**config.mk**
```make
export PLATFORM = sky130hd
export DESIGN_NAME = decoder_addr_seq
export DESIGN_NICKNAME = d
export VERILOG_FILES = /design/src/rtl/decoder_addr_seq.sv
export SDC_FILE = /design/constraint.sdc
export NUM_CORES = 1
export LEC_CHECK = 0
export BUFFER_PORTS_ARGS = -buffer_cell sky130_fd_sc_hd__buf_2
export CORE_ASPECT_RATIO = 0.75
export CORE_UTILIZATION = 50
export DETAILED_ROUTE_END_ITERATION = 12
export GPL_ROUTABILITY_DRIVEN = 0
export GPL_TIMING_DRIVEN = 0
export MAX_ROUTING_LAYER = met4
export PLACE_DENSITY_LB_ADDON = 0.2
export SKIP_CTS_REPAIR_TIMING = 1
export SLEW_MARGIN = 20
export SYNTH_ARGS = -nofsm -noshare
export SYNTH_HDL_FRONTEND = slang
export SYNTH_SLANG_ARGS = --single-unit
```
**constraint.sdc**
```tcl
create_clock -name clk -period 2.11 [get_ports clk]
set_input_delay 0.211 -clock clk [delete_from_list [all_inputs] [get_ports clk]]
set_output_delay 0.211 -clock clk [all_outputs]
set_load 0.02 [all_outputs]
```
**src/rtl/decoder_addr_seq.sv**
```systemverilog
// Address sequencer driving the 3-to-8 decoder selects {a,b,c} under a valid/ready handshake.
// Optional macro DEC_ADDR_GRAY_EN: present the Gray code of the internal binary counter on {a,b,c}.
module decoder_addr_seq #(
    parameter int         SWEEP_W    = 8,
    parameter logic [2:0] START_ADDR = 3'd0
) (
    input  logic               clk,
    input  logic               rst,
    input  logic               en,
    input  logic [1:0]         mode,
    input  logic               load,
    input  logic [2:0]         load_val,
    input  logic               ready,
    output logic               a,
    output logic               b,
    output logic               c,
    output logic               valid,
    output logic               wrap,
    output logic [SWEEP_W-1:0] sweeps
);

    typedef enum logic [1:0] {
        IDLE  = 2'b00,
        RUN   = 2'b01,
        DRAIN = 2'b10
    } state_t;

    localparam logic [1:0] MODE_UP   = 2'b00;
    localparam logic [1:0] MODE_DOWN = 2'b01;
    localparam logic [1:0] MODE_PP   = 2'b10;
    localparam logic [SWEEP_W-1:0] SWEEP_MAX = {SWEEP_W{1'b1}};

    function automatic logic [2:0] addr_to_out(input logic [2:0] v);
`ifdef DEC_ADDR_GRAY_EN
        addr_to_out = v ^ {1'b0, v[2:1]};
`else
        addr_to_out = v;
`endif
    endfunction

    state_t             state_r, state_nx;
    logic [2:0]         addr_r, addr_nx;
    logic               dir_r, dir_nx;      // 1 = counting down
    logic [2:0]         out_r;
    logic               valid_r;
    logic               wrap_r, wrap_nx;
    logic [SWEEP_W-1:0] sweeps_r, sweeps_nx;
    logic               accept_s;
    logic               advance_s;

    assign {a, b, c} = out_r;
    assign valid     = valid_r;
    assign wrap      = wrap_r;
    assign sweeps    = sweeps_r;

    // Handshake, FSM next state, counter advance and wrap detection
    always_comb begin
        state_nx  = state_r;
        addr_nx   = addr_r;
        dir_nx    = dir_r;
        wrap_nx   = 1'b0;
        accept_s  = valid_r & ready;
        // A beat accepted while draining is consumed without advancing
        advance_s = accept_s && (state_r == RUN);

        case (state_r)
            IDLE: begin
                if (en) state_nx = RUN;
                else    state_nx = IDLE;
            end
            RUN: begin
                if (!en) state_nx = accept_s ? IDLE : DRAIN;
                else     state_nx = RUN;
            end
            DRAIN: begin
                if (accept_s) state_nx = IDLE;
                else if (en)  state_nx = RUN;
                else          state_nx = DRAIN;
            end
            default: state_nx = IDLE;
        endcase

        if (load) begin
            addr_nx = load_val;
            dir_nx  = 1'b0;
        end else if (advance_s) begin
            case (mode)
                MODE_UP: begin
                    addr_nx = addr_r + 3'd1;
                    dir_nx  = 1'b0;
                    wrap_nx = (addr_r == 3'd7);
                end
                MODE_DOWN: begin
                    addr_nx = addr_r - 3'd1;
                    dir_nx  = 1'b1;
                    wrap_nx = (addr_r == 3'd0);
                end
                MODE_PP: begin
                    // Endpoints force the direction so each is emitted exactly once
                    if (addr_r == 3'd7) begin
                        addr_nx = 3'd6;
                        dir_nx  = 1'b1;
                        wrap_nx = 1'b1;
                    end else if (addr_r == 3'd0) begin
                        addr_nx = 3'd1;
                        dir_nx  = 1'b0;
                        wrap_nx = 1'b1;
                    end else if (dir_r) begin
                        addr_nx = addr_r - 3'd1;
                    end else begin
                        addr_nx = addr_r + 3'd1;
                    end
                end
                default: begin
                    addr_nx = addr_r;
                end
            endcase
        end else begin
            addr_nx = addr_r;
        end

        if (wrap_nx && (sweeps_r != SWEEP_MAX)) sweeps_nx = sweeps_r + SWEEP_W'(1);
        else                                    sweeps_nx = sweeps_r;
    end

    // State and output registers
    always_ff @(posedge clk or posedge rst) begin
        if (rst) begin
            state_r  <= IDLE;
            addr_r   <= START_ADDR;
            dir_r    <= 1'b0;
            out_r    <= addr_to_out(START_ADDR);
            valid_r  <= 1'b0;
            wrap_r   <= 1'b0;
            sweeps_r <= '0;
        end else begin
            state_r  <= state_nx;
            addr_r   <= addr_nx;
            dir_r    <= dir_nx;
            out_r    <= addr_to_out(addr_nx);
            valid_r  <= (state_nx != IDLE);
            wrap_r   <= wrap_nx;
            sweeps_r <= sweeps_nx;
        end
    end

endmodule
```
==> Word level (Yosys, flattened, before mapping) <==
Cells that the tools add are included.
{ "op_classes": {"add_sub_neg": 3, "n_eq_ne": 7, "n_mux": 22, "bitwise_logic": 1, "reduce_logical": 10} }
{ "op_table": {"columns": ["op", "count"], "rows": [
  ["$mux W3", 5],
  ["$mux W1", 9],
  ["$pmux W3 S3", 1],
  ["$add A8 B1 Y8 const B", 1],
  ["$mux W2", 4],
  ["$ne A8 B8 Y1 const B", 1],
  ["$pmux W1 S3", 2],
  ["$pmux W2 S3", 1],
  ["$eq A2 B1 Y1 const B", 2],
  ["$eq A2 B2 Y1 const B", 2],
  ["$logic_not A2 Y1", 2],
  ["$ne A4 B4 Y1 const B", 1],
  ["$reduce_bool A2 Y1", 2],
  ["$reduce_bool A4 Y1", 1],
  ["$add A3 B1 Y3 const B", 1],
  ["$eq A3 B3 Y1 const B", 1],
  ["$logic_not A3 Y1", 1],
  ["$reduce_and A3 Y1", 1],
  ["$sub A3 B1 Y3 const B", 1],
  ["$logic_and A1 B1 Y1", 2],
  ["$reduce_and A2 Y1", 1],
  ["$and A1 B1 Y1", 1]
]} }
{ "word_totals": {"reg_bits": 16, "inputBits": 10, "output_inout_bits": 13, "word_cells": 49} }

==> Depth between registers and ports, before layout <==
Gate-level depths: netlist of the first run.
{ "depth": {"depth_word": 7, "ltp_mapped": 6, "depth_no_buf": 6} }

==> Worst setup path before layout of the first run <==
OpenSTA, ideal clock, no wires.
{ "synth_timing": {"kind": "register to register", "startpoint": "register, netlist name out_r[0]", "endpoint": "register sweeps_r[1], in the netlist sweeps[1]", "setup_ps": 125, "arrival_ps": 1558, "required_time_ps": 1985, "path_slack_ps": 427, "path_stages_with_launch": 7, "n_path_buf": 0, "period_less_slack_ps": 1683, "path_cell_list": "dfrtp_1 -> inv_1 -> ha_1 -> nand2b_4 -> o22ai_4 -> nand3_4 -> mux2_4"} }
{ "synth_lines": {"columns": ["item", "line", "rtl"], "rows": [
  ["to (signal assigned)", "143", "sweeps_r <= sweeps_nx;"],
  ["to (decl)", "47", "logic [SWEEP_W-1:0] sweeps_r, sweeps_nx;"]
]} }

==> results of run 1 <==
[layer usage]
| metal | track usage | vias up | part of all wire |
|---|---|---|---|
| li1 | - | 429 | - |
| met1 | 0.270 | 409 | 0.48 |
| met3 | 0.0617 | 2 | 0.049 |
| met4 | 0.0439 | 0 | 0.0064 |
| met2 | 0.299 | 19 | 0.46 |
| met5 | - | - | 0 |
[power by group]
group / internal [mW] / switching [mW] / total, mW
clock: 0.105 / 0.0930 / 0.198
combinational: 0.0801 / 0.108 / 0.188
sequential: 0.327 / 0.0239 / 0.351
total: 0.512 / 0.225 / 0.737
[flip-flops by register name, indices dropped and copies added (netlist names)]
signal,cells
dir_r,1
out_r,3
state_r,2
sweeps,8
valid,1
wrap,1
[critical path, cell delays in order, from the launching register on]
cell                       delay, ns
sky130_fd_sc_hd__dfrtp_1        0.44
sky130_fd_sc_hd__inv_1          0.14
sky130_fd_sc_hd__ha_1           0.25
sky130_fd_sc_hd__nand2b_4       0.08
sky130_fd_sc_hd__o22ai_4        0.29
sky130_fd_sc_hd__nand3_4        0.13
sky130_fd_sc_hd__mux2_4         0.31
[per-stage QoR]
stage | hold WS [ns] | power [mW] | setup WS, ns | instance area, sq um | util
after detailed placement | 0.322 | 0.545 | 0.372 | 1220 | 0.603
final | -0.0114 | 0.737 | 0.358 | 1260 | 0.621
after global placement | 0.310 | 0.539 | 0.394 | 1220 | 0.603
after global routing | 0.0309 | 0.781 | 0.265 | 1260 | 0.621
after floorplan | 0.125 | 0.493 | 0.427 | 1090 | -
after CTS | 0.00472 | 0.749 | 0.357 | 1260 | 0.621
[cells by family (layout without fill, tap and decap cells)]
family,after synthesis,count (layout)
xor+xnor,8,8
simple gates,40,40
fa+ha+maj,9,9
flops,16,16
buf+inv,10,35
compound gates,18,18
mux,2,2
[area by class of cell]
| class | instances | area [sq um] | share of cell area |
|---|---|---|---|
| inverter | 8 | 30.0 | 0.0238 |
| clock buffer | 4 | 36.3 | 0.0288 |
| multi-input combinational | 77 | 637 | 0.505 |
| timing repair buffer | 21 | 105 | 0.0833 |
| buffer | 2 | 22.5 | 0.0179 |
| tap | 24 | 30.0 | 0.0238 |
| sequential | 16 | 400 | 0.317 |
[worst max path at each step]
stage,from,to,depth (start not counted)
finish,out_r[0],sweeps[1],6
floorplan,out_r[0],sweeps[1],6
detailed placement,out_r[0],sweeps[1],6
global placement,out_r[0],sweeps[1],6
CTS,out_r[0],sweeps[1],6
global route,out_r[0],sweeps[1],6
[cells in the final DEF, fill, tap and decap left out, drive strengths merged, types with 2 or more instances in the layout]
cell type | synthesis | routed
ha | 9 | 9
nand4 | 5 | 5
clkbuf | 0 | 4
o21ai | 2 | 2
nand3 | 2 | 2
xor2 | 2 | 2
nand2b | 3 | 3
o221ai | 2 | 2
buf | 2 | 23
and2 | 4 | 4
dfrtp | 16 | 16
or2 | 2 | 2
a221oi | 3 | 3
inv | 8 | 8
nand2 | 3 | 3
nor3 | 4 | 4
nor2b | 3 | 3
nor2 | 7 | 7
and3 | 5 | 5
a31oi | 2 | 2
a211oi | 2 | 2
xnor2 | 6 | 6
==> impl_metrics.ini, run 1 <==
[timing]
timing.setup.tns_ns = 0
final_hold_viol_count = 16
worst_slew_margin_rel = 0.587
worstMarginPinSlew_ns = 0.619
maxClockFrequency_mhz = 571
final.setup_skew_ns = 0.00221
fin_hold_ws_ns = -0.0114
rsz_0062_raised_after_global_routing = no
layout_min_cycle_time_ns = 1.75
setup_viol_count_final = 0
slew_viol_final = 0
timing.final.crit_share = 0.830

[clocking]
cts-root-buf = sky130_fd_sc_hd__clkbuf_4
htree_num_levels = 1
insertion_delay_ns = 0.28
cts_made_buffers = 3
clock-sinks = 16
clk_pin_slew_ns = 0.09
tritoncts_clock_tree = done
cts.path.max_buffers = 2

[yosys]
synth_compound_area_frac = 0.141
synth-adder-area-share = 0.103
synth-main-ff-cell = sky130_fd_sc_hd__dfrtp_1
synth_xor_area_frac = 0.0643
yosys.cell_count.top_type = sky130_fd_sc_hd__dfrtp_1
postSynth.asyncResetShare = 1.00
count_of_flip_flops_with_a_built_in_enable_after_synthesis = 0
synth_mux_area_frac = 0.0230
dominant_combinational_cell_family_by_area_after_synthesis = simple AND/OR/NAND/NOR gates
synth_top_area_frac = 0.367
yosysTopAreaCell = sky130_fd_sc_hd__dfrtp_1
proportion_of_synthesized_chip_area_in_sequential_cells = 0.367
ys_top_cells_by_area = sky130_fd_sc_hd__dfrtp_1, sky130_fd_sc_hd__ha_1, sky130_fd_sc_hd__xnor2_1, sky130_fd_sc_hd__and3_1, sky130_fd_sc_hd__inv_1
synth_cells = 103
synth.ff_latch_count = 16
post_synth.cell_area_avg_sq_um = 10.6
yosysWarnings = 0
synth_commonest_cells = sky130_fd_sc_hd__dfrtp_1, sky130_fd_sc_hd__ha_1, sky130_fd_sc_hd__inv_1, sky130_fd_sc_hd__nor2_1, sky130_fd_sc_hd__xnor2_1
yosys.area_share.simple = 0.253
synthesized_net_count = 122
synthesis.area_sq_mm = 0.00109
synth.lib_cells_used.distinct = 37

[setup_path]
timing.critical_path.from_type = register
worst_ep_arrival_time_ns = 1.92
worst-r2r-setup-slack_ns = 0.36
timing.critical_path.fanout_max = 8
timing.critical_path.required_ns = 2.28
critical_path.endpoint_type = register
worst_r2r_endpoint = sweeps[1]
worst_r2r_startpoint = out_r[0]
setup.worst_path.class = reg2reg
reg2regPathDepth = 6

[finish]
final_nets = 148
n_antenna_cell = 0
final.fill_count = 180
fin_cells = 152
flow.area_growth_from_synthesis_pct = 15.7
layout-drive-gt1-share = 0.273

[global_route]
track_usage = 0.200
first_global_vias = 809
grt_remaining_overflow = 0
antenna_found_initial = 0
first_pass_grt_wire_length_mm = 3.57
pin_count_of_the_biggest_net_entering_global_routing = 17

[run_status]
result_of_the_run = finished with violations
failed_checks = negative hold slack

[pwr]
worst_ir_drop_vdd_v = 0.000465
total_leakage_power_nw = 0.636
powerDensity_mw_per_mm2 = 584

[flow_run]
cap_violations = 0

[drt]
drcViolationCount = 0
dr.pass1.iters = 4
post_drt_via_cell_ratio = 5.65
detailedRoute.firstIterationViolations = 14
via_count = 859
wl_mm = 2.02
wire_per_inst_microns = 13.3
drtAntennaViolNets = 0

[placed_design]
dp.final_hpwl_mm = 1.54
placement.io_buffers = 21
placed_cells_incl_taps = 148

[floorplanning]
num_rows = 14
initial_core_util = 0.536
die_w_microns = 55.9
die_y_microns = 42.4
die-area_sq_mm = 0.00237
pin_count = 23
core_area_sq_mm = 0.00203

[worst_hold_path]
min-delay-path-class = in2async
Note: power is estimated with default switching activity, not from simulation.
==> inputs of run 2 (changes only) <==
- CORE_UTILIZATION: 50 -> 48
- clock period: 2.11 -> 1.5 ns (I/O delays scaled with it)
==> impl_metrics.ini, run 2 (synthesis results as in run 1) <==
[timing]
maxClockFrequency_mhz = 633
rsz_0062_raised_after_global_routing = yes
layout_min_cycle_time_ns = 1.58
fin_ws_ns = -0.0806
worst_slew_margin_rel = 0.599
timing.setup.tns_ns = -0.316
final.setup_skew_ns = 0.00623
worstMarginPinSlew_ns = 0.602
timing.final.crit_share = 1.05
setup_viol_count_final = 8
slew_viol_final = 0
fin_hold_ws_ns = 0.0212
final_hold_viol_count = 0

[flow_run]
cap_violations = 0

[drt]
wl_mm = 2.34
via_count = 902
dr.pass1.iters = 8
drtAntennaViolNets = 0
detailedRoute.firstIterationViolations = 43
post_drt_via_cell_ratio = 5.60
drcViolationCount = 6
wire_per_inst_microns = 14.5

[setup_path]
timing.critical_path.fanout_max = 5
timing.critical_path.required_ns = 1.68
crit_path_cell_trace = inv_4 > ha_4 > nand2b_4 > o22ai_4 > nand3_4 > mux2_4
critical_path.endpoint_type = register
cpPeakStageDelay_ns = 0.48
cpMaxStageDelayCell = sky130_fd_sc_hd__dfrtp_2
worst_ep_arrival_time_ns = 1.77
timing.critical_path.from_type = register
worst_r2r_startpoint = out_r[0]
setup.worst_path.class = reg2reg
crit_path_start = out_r[0]

[global_route]
first_pass_grt_wire_length_mm = 3.61
grt_remaining_overflow = 0
first_global_vias = 775
pin_count_of_the_biggest_net_entering_global_routing = 17
track_usage = 0.202
antenna_found_initial = 0

[finish]
final_nets = 157
number_of_flip_flops_under_the_largest_register_name = 8
layout_commonest_cell = sky130_fd_sc_hd__buf_2
n_antenna_cell = 0
final_core_utilization = 0.685
flow.area_growth_from_synthesis_pct = 29.9
layout-drive-gt1-share = 0.423
layout.cells.most_common_list = sky130_fd_sc_hd__buf_2, sky130_fd_sc_hd__dfrtp_1, sky130_fd_sc_hd__nor2_1

[floorplanning]
die-area_sq_mm = 0.00247
pin_count = 23
die_y_microns = 43.3
die_w_microns = 57.0
core_area_sq_mm = 0.00207
num_rows = 14
initial_core_util = 0.527

[clocking]
cts.path.max_buffers = 2
clock-sinks = 16
insertion_delay_ns = 0.29
clk_pin_slew_ns = 0.10
htree_num_levels = 1
cts_made_buffers = 3
cts-root-buf = sky130_fd_sc_hd__clkbuf_4
tritoncts_clock_tree = done

[worst_hold_path]
min-delay-start = en
min-delay-path-class = in2reg

[pwr]
powerDensity_mw_per_mm2 = 798
total_leakage_power_nw = 0.685
worst_ir_drop_vdd_v = 0.000431

[placed_design]
placement.io_buffers = 21
dp.final_hpwl_mm = 1.69

[run_status]
result_of_the_run = finished with violations
failed_checks = design-rule violations, negative setup slack
-- run 2: layout make-up --
| class | instances | area, sq um |
|---|---|---|
| multi-input cells | 77 | 704 |
| flip-flops and latches | 16 | 403 |
| inverters | 8 | 32.5 |
| fillers | 153 | 652 |
| clock buffers | 4 | 36.3 |
| plain buffers | 2 | 22.5 |
| well taps | 24 | 30.0 |
| repair buffers | 30 | 186 |
-- run 2: layer usage --
layer | vias to the layer above | track usage | part of all wire
met5 | - | - | 0
met4 | 0 | 0.0439 | 0.0056
met3 | 2 | 0.0549 | 0.058
met2 | 31 | 0.292 | 0.45
met1 | 425 | 0.283 | 0.49
li1 | 444 | - | -
-- run 2: stage by stage --
| step | area [sq um] | total power, mW | worst slack, ns | std cells |
|---|---|---|---|---|
| final | 1420 | 1.13 | -0.0806 | 161 |
| after global routing | 1420 | 1.19 | -0.144 | 161 |
| after CTS | 1280 | 1.07 | -0.127 | 152 |
| after detailed placement | 1240 | 0.779 | -0.103 | 148 |
| after global placement | 1240 | 0.770 | -0.0931 | 148 |
| after floorplan | 1100 | 0.704 | -0.0397 | 103 |
-- run 2: final timing paths --
check	end	cells after the start	slack, ns
worst max-delay path	sweeps[1]	6	-0.08
worst min-delay path	state_r[1]	2	0.02
worst max register to register	sweeps[1]	6	-0.08
min in group asynchronous	state_r[1]	3	0.45
worst min register to register	sweeps[0]	1	0.52
max in group asynchronous	out_r[1]	3	0.63
-- run 2: worst max-delay path: cells and delay by family, from the launching register on --
family,cells,cell delay [ns]
buffers and inverters,1,0.08
AND/OR/NAND/NOR,2,0.19
multiplexers,1,0.31
flip-flops,1,0.48
adder cells (fa/ha/maj),1,0.15
AO/OA/AOI/OAI,1,0.25
-- run 2: power breakdown --
part,internal (mW),switching [mW]
clock network,0.148,0.150
registers,0.461,0.0366
logic,0.155,0.178
total,0.765,0.365
